### src/rtl/colors_to_bytes_if.sv
// Bus of colors_to_bytes: pulse-qualified color input on one side,
// backpressured byte output plus stream status on the other.
interface colors_to_bytes_if #(
    parameter int COLOR_LEN = 12,
    parameter int BYTE_LEN  = 8
);
    logic                 inclk;
    logic [COLOR_LEN-1:0] in;
    logic                 in_done;
    logic                 downstream_rdy;
    logic                 rdy;
    logic                 outclk;
    logic [BYTE_LEN-1:0]  out;
    logic                 done;
    logic                 overflow;

    modport master (
        output inclk, in, in_done, downstream_rdy,
        input  rdy, outclk, out, done, overflow
    );

    modport slave (
        input  inclk, in, in_done, downstream_rdy,
        output rdy, outclk, out, done, overflow
    );
endinterface

### src/rtl/colors_to_bytes.sv
// Unpacks 12-bit colors into 8-bit bytes (2 colors -> 3 bytes) through a small
// byte FIFO, flushing a trailing odd color with a pad nibble when the stream ends.
module colors_to_bytes #(
    parameter int         FIFO_DEPTH = 4,
    parameter logic [3:0] PAD_NIBBLE = 4'b0000
) (
    input logic              clk,
    input logic              rst,
    colors_to_bytes_if.slave bus
);
    localparam int PW = $clog2(FIFO_DEPTH);
    localparam int CW = PW + 1;

    typedef enum logic [1:0] {RUN, FLUSH, DRAIN, DONE} state_t;

    state_t        state_q, state_d;
    logic          phase_q, phase_d;
    logic [3:0]    residue_q, residue_d;
    logic [CW-1:0] count_q, count_d;
    logic [PW-1:0] wrPtr_q, wrPtr_d;
    logic [PW-1:0] rdPtr_q, rdPtr_d;
    logic          overflow_q, overflow_d;
    logic          outclk_q;
    logic [7:0]    out_q;
    logic [7:0]    mem_q [FIFO_DEPTH];

    logic       rdy;
    logic       accept;
    logic       pop;
    logic [1:0] pushCnt;
    logic [7:0] pushByte0;
    logic [7:0] pushByte1;

    // Room for a worst-case two-byte push is judged on the registered count only.
    assign rdy    = !rst && (state_q == RUN) && (count_q <= CW'(FIFO_DEPTH - 2));
    assign accept = bus.inclk && rdy;
    assign pop    = (count_q != '0) && bus.downstream_rdy;

    always_comb begin
        state_d   = state_q;
        phase_d   = phase_q;
        residue_d = residue_q;
        pushCnt   = 2'd0;
        pushByte0 = '0;
        pushByte1 = '0;
        unique case (state_q)
            RUN: begin
                if (accept) begin
                    if (!phase_q) begin
                        pushCnt   = 2'd1;
                        pushByte0 = bus.in[11:4];
                        residue_d = bus.in[3:0];
                        phase_d   = 1'b1;
                    end else begin
                        pushCnt   = 2'd2;
                        pushByte0 = {residue_q, bus.in[11:8]};
                        pushByte1 = bus.in[7:0];
                        phase_d   = 1'b0;
                    end
                end
                if (bus.in_done) begin
                    state_d = FLUSH;
                end
            end
            FLUSH: begin
                if (!phase_q) begin
                    state_d = DRAIN;
                end else if (count_q < CW'(FIFO_DEPTH)) begin
                    pushCnt   = 2'd1;
                    pushByte0 = {residue_q, PAD_NIBBLE};
                    phase_d   = 1'b0;
                    state_d   = DRAIN;
                end
            end
            DRAIN: begin
                if (count_q == '0) begin
                    state_d = DONE;
                end
            end
            DONE: begin
                phase_d = 1'b0;
                state_d = RUN;
            end
            default: state_d = RUN;
        endcase
    end

    always_comb begin
        count_d    = count_q + CW'(pushCnt) - CW'(pop);
        wrPtr_d    = wrPtr_q + PW'(pushCnt);
        rdPtr_d    = rdPtr_q + PW'(pop);
        overflow_d = overflow_q | (bus.inclk & ~rdy);
    end

    always_ff @(posedge clk) begin
        if (rst) begin
            state_q    <= RUN;
            phase_q    <= 1'b0;
            residue_q  <= '0;
            count_q    <= '0;
            wrPtr_q    <= '0;
            rdPtr_q    <= '0;
            overflow_q <= 1'b0;
            outclk_q   <= 1'b0;
            out_q      <= '0;
        end else begin
            state_q    <= state_d;
            phase_q    <= phase_d;
            residue_q  <= residue_d;
            count_q    <= count_d;
            wrPtr_q    <= wrPtr_d;
            rdPtr_q    <= rdPtr_d;
            overflow_q <= overflow_d;
            outclk_q   <= pop;
            if (pop) begin
                out_q <= mem_q[rdPtr_q];
            end
        end
    end

    // Storage needs no reset: pointers and count define what is valid.
    always_ff @(posedge clk) begin
        if (pushCnt != 2'd0) begin
            mem_q[wrPtr_q] <= pushByte0;
        end
        if (pushCnt == 2'd2) begin
            mem_q[wrPtr_q + PW'(1)] <= pushByte1;
        end
    end

    assign bus.rdy      = rdy;
    assign bus.outclk   = outclk_q;
    assign bus.out      = out_q;
    assign bus.done     = (state_q == DONE);
    assign bus.overflow = overflow_q;
endmodule

### src/flat_wrapper.sv
// flat-port wrapper written by rule: the top's interface ports become plain ports
module colors_to_bytes_flat 
#(
    parameter int         FIFO_DEPTH = 4,
    parameter logic [3:0] PAD_NIBBLE = 4'b0000
)
  (clk, rst, bus_inclk, bus_in, bus_in_done, bus_downstream_rdy, bus_rdy, bus_outclk, bus_out, bus_done, bus_overflow);
  colors_to_bytes_if bus_i ();
  input logic clk;
  input logic rst;
  input wire logic [$bits(bus_i.inclk)-1:0] bus_inclk;
  input wire logic [$bits(bus_i.in)-1:0] bus_in;
  input wire logic [$bits(bus_i.in_done)-1:0] bus_in_done;
  input wire logic [$bits(bus_i.downstream_rdy)-1:0] bus_downstream_rdy;
  output wire logic [$bits(bus_i.rdy)-1:0] bus_rdy;
  output wire logic [$bits(bus_i.outclk)-1:0] bus_outclk;
  output wire logic [$bits(bus_i.out)-1:0] bus_out;
  output wire logic [$bits(bus_i.done)-1:0] bus_done;
  output wire logic [$bits(bus_i.overflow)-1:0] bus_overflow;
  assign bus_i.inclk = bus_inclk;
  assign bus_i.in = bus_in;
  assign bus_i.in_done = bus_in_done;
  assign bus_i.downstream_rdy = bus_downstream_rdy;
  assign bus_rdy = bus_i.rdy;
  assign bus_outclk = bus_i.outclk;
  assign bus_out = bus_i.out;
  assign bus_done = bus_i.done;
  assign bus_overflow = bus_i.overflow;
  colors_to_bytes #(.FIFO_DEPTH(FIFO_DEPTH), .PAD_NIBBLE(PAD_NIBBLE)) u_core (.clk(clk), .rst(rst), .bus(bus_i));
endmodule
### config.mk
export PLATFORM = sky130hd
export DESIGN_NAME = colors_to_bytes_flat
export DESIGN_NICKNAME = d
export VERILOG_FILES = /design/src/rtl/colors_to_bytes_if.sv /design/src/rtl/colors_to_bytes.sv /design/src/flat_wrapper.sv
export SDC_FILE = /design/constraint.sdc
export NUM_CORES = 1
export LEC_CHECK = 0
export CELL_PAD_IN_SITES_DETAIL_PLACEMENT = 1
export CELL_PAD_IN_SITES_GLOBAL_PLACEMENT = 1
export CORE_MARGIN = 2
export CORE_UTILIZATION = 35
export CTS_CLUSTER_SIZE = 28
export DETAILED_ROUTE_END_ITERATION = 8
export PLACE_DENSITY_LB_ADDON = 0.12
export REMOVE_ABC_BUFFERS = 1
export SLEW_MARGIN = 20
export SYNTH_ARGS = -nofsm -noshare
export SYNTH_HDL_FRONTEND = slang
export SYNTH_SLANG_ARGS = --single-unit
### constraint.sdc
create_clock -name clk -period 5 [get_ports clk]
set_input_delay 1 -clock clk [delete_from_list [all_inputs] [get_ports clk]]
set_output_delay 1 -clock clk [all_outputs]
set_load 0.02 [all_outputs]
==> impl_metrics.toml <==
[grt]
overflow = 0
antenna_found_initial = 0
grt_max_degree = 29
grt_util_all_layers_pct = 16.4
grt_pass1_wl_um = 10900
grt_pass1_vias = 1881

[hold_path]
hp-class = "register to register"
worstHoldStart = "u_core.bus.out[2]"

[worst_setup_path]
ff2ff_setup_slack_ns = 2.02
cp-endpoint = "bus_rdy"
path_buf_inv = 3
r2r_start = "u_core.count_q[2]"
arrival_ns = 2.44
cp_max_fo = 28
criticalPathCategory = "primary input to output pin"
critPathTopFamily = "buffers and inverters"
critPathLaunch = "rst"
slowest_stage = "clkdlybuf4s50_1"
cpPeakStageDelay_ns = 0.62
rr_endpoint = "u_core.count_q[2]"
ff2ff_path_depth = 10
setup.worst_path.start_class = "primary input"
crit_path_cell_trace = "clkdlybuf4s50_1 > buf_4 > nor3_1 > clkdlybuf4s50_1"
crit_required_ns = 4.00
crit_cells = 4
cp-end-kind = "output pin"
cp_common_cell = "clkdlybuf4s50_1"

[clocking]
cts_tree = "built"
cts_hold_buffers = 0
cts_max_level = 2
cts_root_buffer = "clkbuf_8"
post_cts_resized = 0
cts_sinks = 56
insertion_delay_ns = 0.31
tritoncts.num_buffers = 5
path_clk_slew_ns = 0.10
post-cts-setup-buffer-count = 0
cts_buffer_depth = 2

[logic_synthesis]
ys_ff_latch = 56
syn_area_um2 = 2910
ys_warn_count = 0
ys.flop_type = "edfxtp_1"
async_flop_share_pct = 0
avgSynthCellArea_um2 = 12.3
synth-seq-area-share_pct = 49.5
yosysUniqueCellTypes = 42
netlist_instances = 237
synth-edff-count = 32

[sta]
hold_violations = 0
fmax_ghz = 0.291
finalSetupViolCount = 0
setup_ws_ns = 1.56
fin_skew_ns = 0.00958
min_period_over_period_pct = 68.8
fin_setup_tns_ns = 0
tightest_slew_ns = 0.747
rsz0062_at_grt = "false"
fin_crit_ns = 3.44
slew_headroom_pct = 50.0
drv_slew = 0
fin_hold_ws_ns = 0.460

[die]
dieWidth_um = 95.2
die-area_um2 = 9060
num_rows = 33
core_um2 = 8130
io_pins = 29
start_util_pct = 35.8
die_h_um = 95.2

[placed_design]
place.port_buffers = 28
routabilityCongestion = 0.722
place_inst = 362
dp_hpwl_um = 4790
pre_cts_slack_ns = 1.34

[power_and_ir_drop]
ir_drop_mv = 0.140
pwr_density_cell_nw_per_um2 = 458
leakagePower_nw = 1.26

[run]
cap_violations = 0

[finish]
utilization_pct = 41.4
drive_above_1_share_pct = 21.9
fillers = 903
multi_input_area_um2 = 1370
antenna_cells = 0
register_area_um2 = 1440
nNetsFinal = 292
fin_cells = 370
layout_common_cells = "32 x mux2_2, 32 x edfxtp_1, 28 x clkdlybuf4s50_1"
syn_to_final_growth_pct = 15.8

[detailed_routing]
vias = 1922
detail_route.first_pass.iterations = 4
wl_per_cell_um = 18.3
first_iter_violations = 84
route.final.wire_length_um = 6790
drc_errors = 0
avgViaCountPerCell = 5.19
ant_nets = 0

[run_status]
status = "finished, final reports clean"
-- registers in the layout, summed over array words and instances, names as in the netlist --
register / count
u_core.bus.out: 8
u_core.bus.outclk: 1
u_core.bus.overflow: 1
u_core.count_q: 3
u_core.mem_q: 32
u_core.phase_q: 1
u_core.rdPtr_q: 2
u_core.residue_q: 4
u_core.state_q: 2
u_core.wrPtr_q: 2
-- how the worst min path moves through the flow --
stage                                      to  slack (ns)  depth (start not counted)
after CTS                   u_core.bus.out[2]        0.46                          2
after global placement    u_core.bus.overflow        0.44                          2
final                       u_core.bus.out[2]        0.46                          2
after global routing        u_core.bus.out[2]        0.49                          2
after floorplan             u_core.state_q[0]        0.46                          2
after detailed placement    u_core.bus.out[4]        0.45                          2
-- power by group --
group / switching, mW / internal, mW
clock network: 0.150 / 0.101
registers: 0.0986 / 0.588
logic: 0.314 / 0.293
total: 0.562 / 0.982
-- tightest hold or removal path, delay by kind of cell, from the launching register on --
family / cells / cell delay (ns)
flops: 1 / 0.32
simple gates: 1 / 0.05
compound gates: 1 / 0.05
-- cell usage after synthesis (all sizes together), types with 2 or more instances --
cell type | number | area (um2)
o21ai | 3 | 15.0
clkbuf | 5 | 18.8
nor2 | 18 | 70.1
dfxtp | 24 | 480
nand2 | 22 | 82.6
xnor2 | 3 | 26.3
nand2b | 2 | 20.0
mux2i | 9 | 90.1
a21oi | 12 | 60.1
nor3 | 2 | 10.0
nor2b | 6 | 37.5
ha | 10 | 125
nand3b | 2 | 15.0
nor4 | 2 | 27.5
and3 | 5 | 31.3
xor2 | 2 | 17.5
inv | 11 | 41.3
mux4 | 8 | 180
edfxtp | 32 | 961
buf | 6 | 41.3
a221o | 5 | 51.3
o31ai | 2 | 15.0
or3 | 2 | 12.5
mux2 | 32 | 360
-- per-layer routing --
| layer | track usage (%) | up-vias | routed length [um] |
|---|---|---|---|
| met1 | 24.4 | 974 | 3400 |
| met2 | 24.8 | 27 | 3170 |
| met3 | 2.85 | 5 | 165 |
| met5 | 0 | - | 0 |
| met4 | 3.99 | 0 | 48 |
| li1 | - | 916 | - |
-- area by class of cell --
| cell class | count | share of cell area [%] |
|---|---|---|
| clock buffer | 7 | 2.26 |
| clock inverter | 1 | 0.260 |
| inverter | 12 | 1.34 |
| multi-input combinational | 158 | 40.5 |
| sequential | 56 | 42.8 |
| tap | 105 | 3.90 |
| timing repair buffer | 31 | 8.98 |
-- through the flow --
stage / cell area, um2 / power, mW
floorplan: 2850 / 1.10
global placement: 3290 / 1.31
detailed placement: 3290 / 1.31
CTS: 3370 / 1.57
global route: 3370 / 1.67
finish: 3370 / 1.54
-- kinds of logic (layout without fill, tap and decap cells) --
kind of cell | count (synthesis) | count (layout) | share of synthesized area, %
compound gates | 27 | 27 | 6.32
xor+xnor | 5 | 5 | 1.50
fa+ha+maj | 11 | 11 | 4.98
buf+inv | 23 | 51 | 3.61
flops | 56 | 56 | 49.5
mux | 49 | 49 | 21.7
simple gates | 66 | 66 | 12.4
Note: power is estimated with default switching activity, not from simulation.
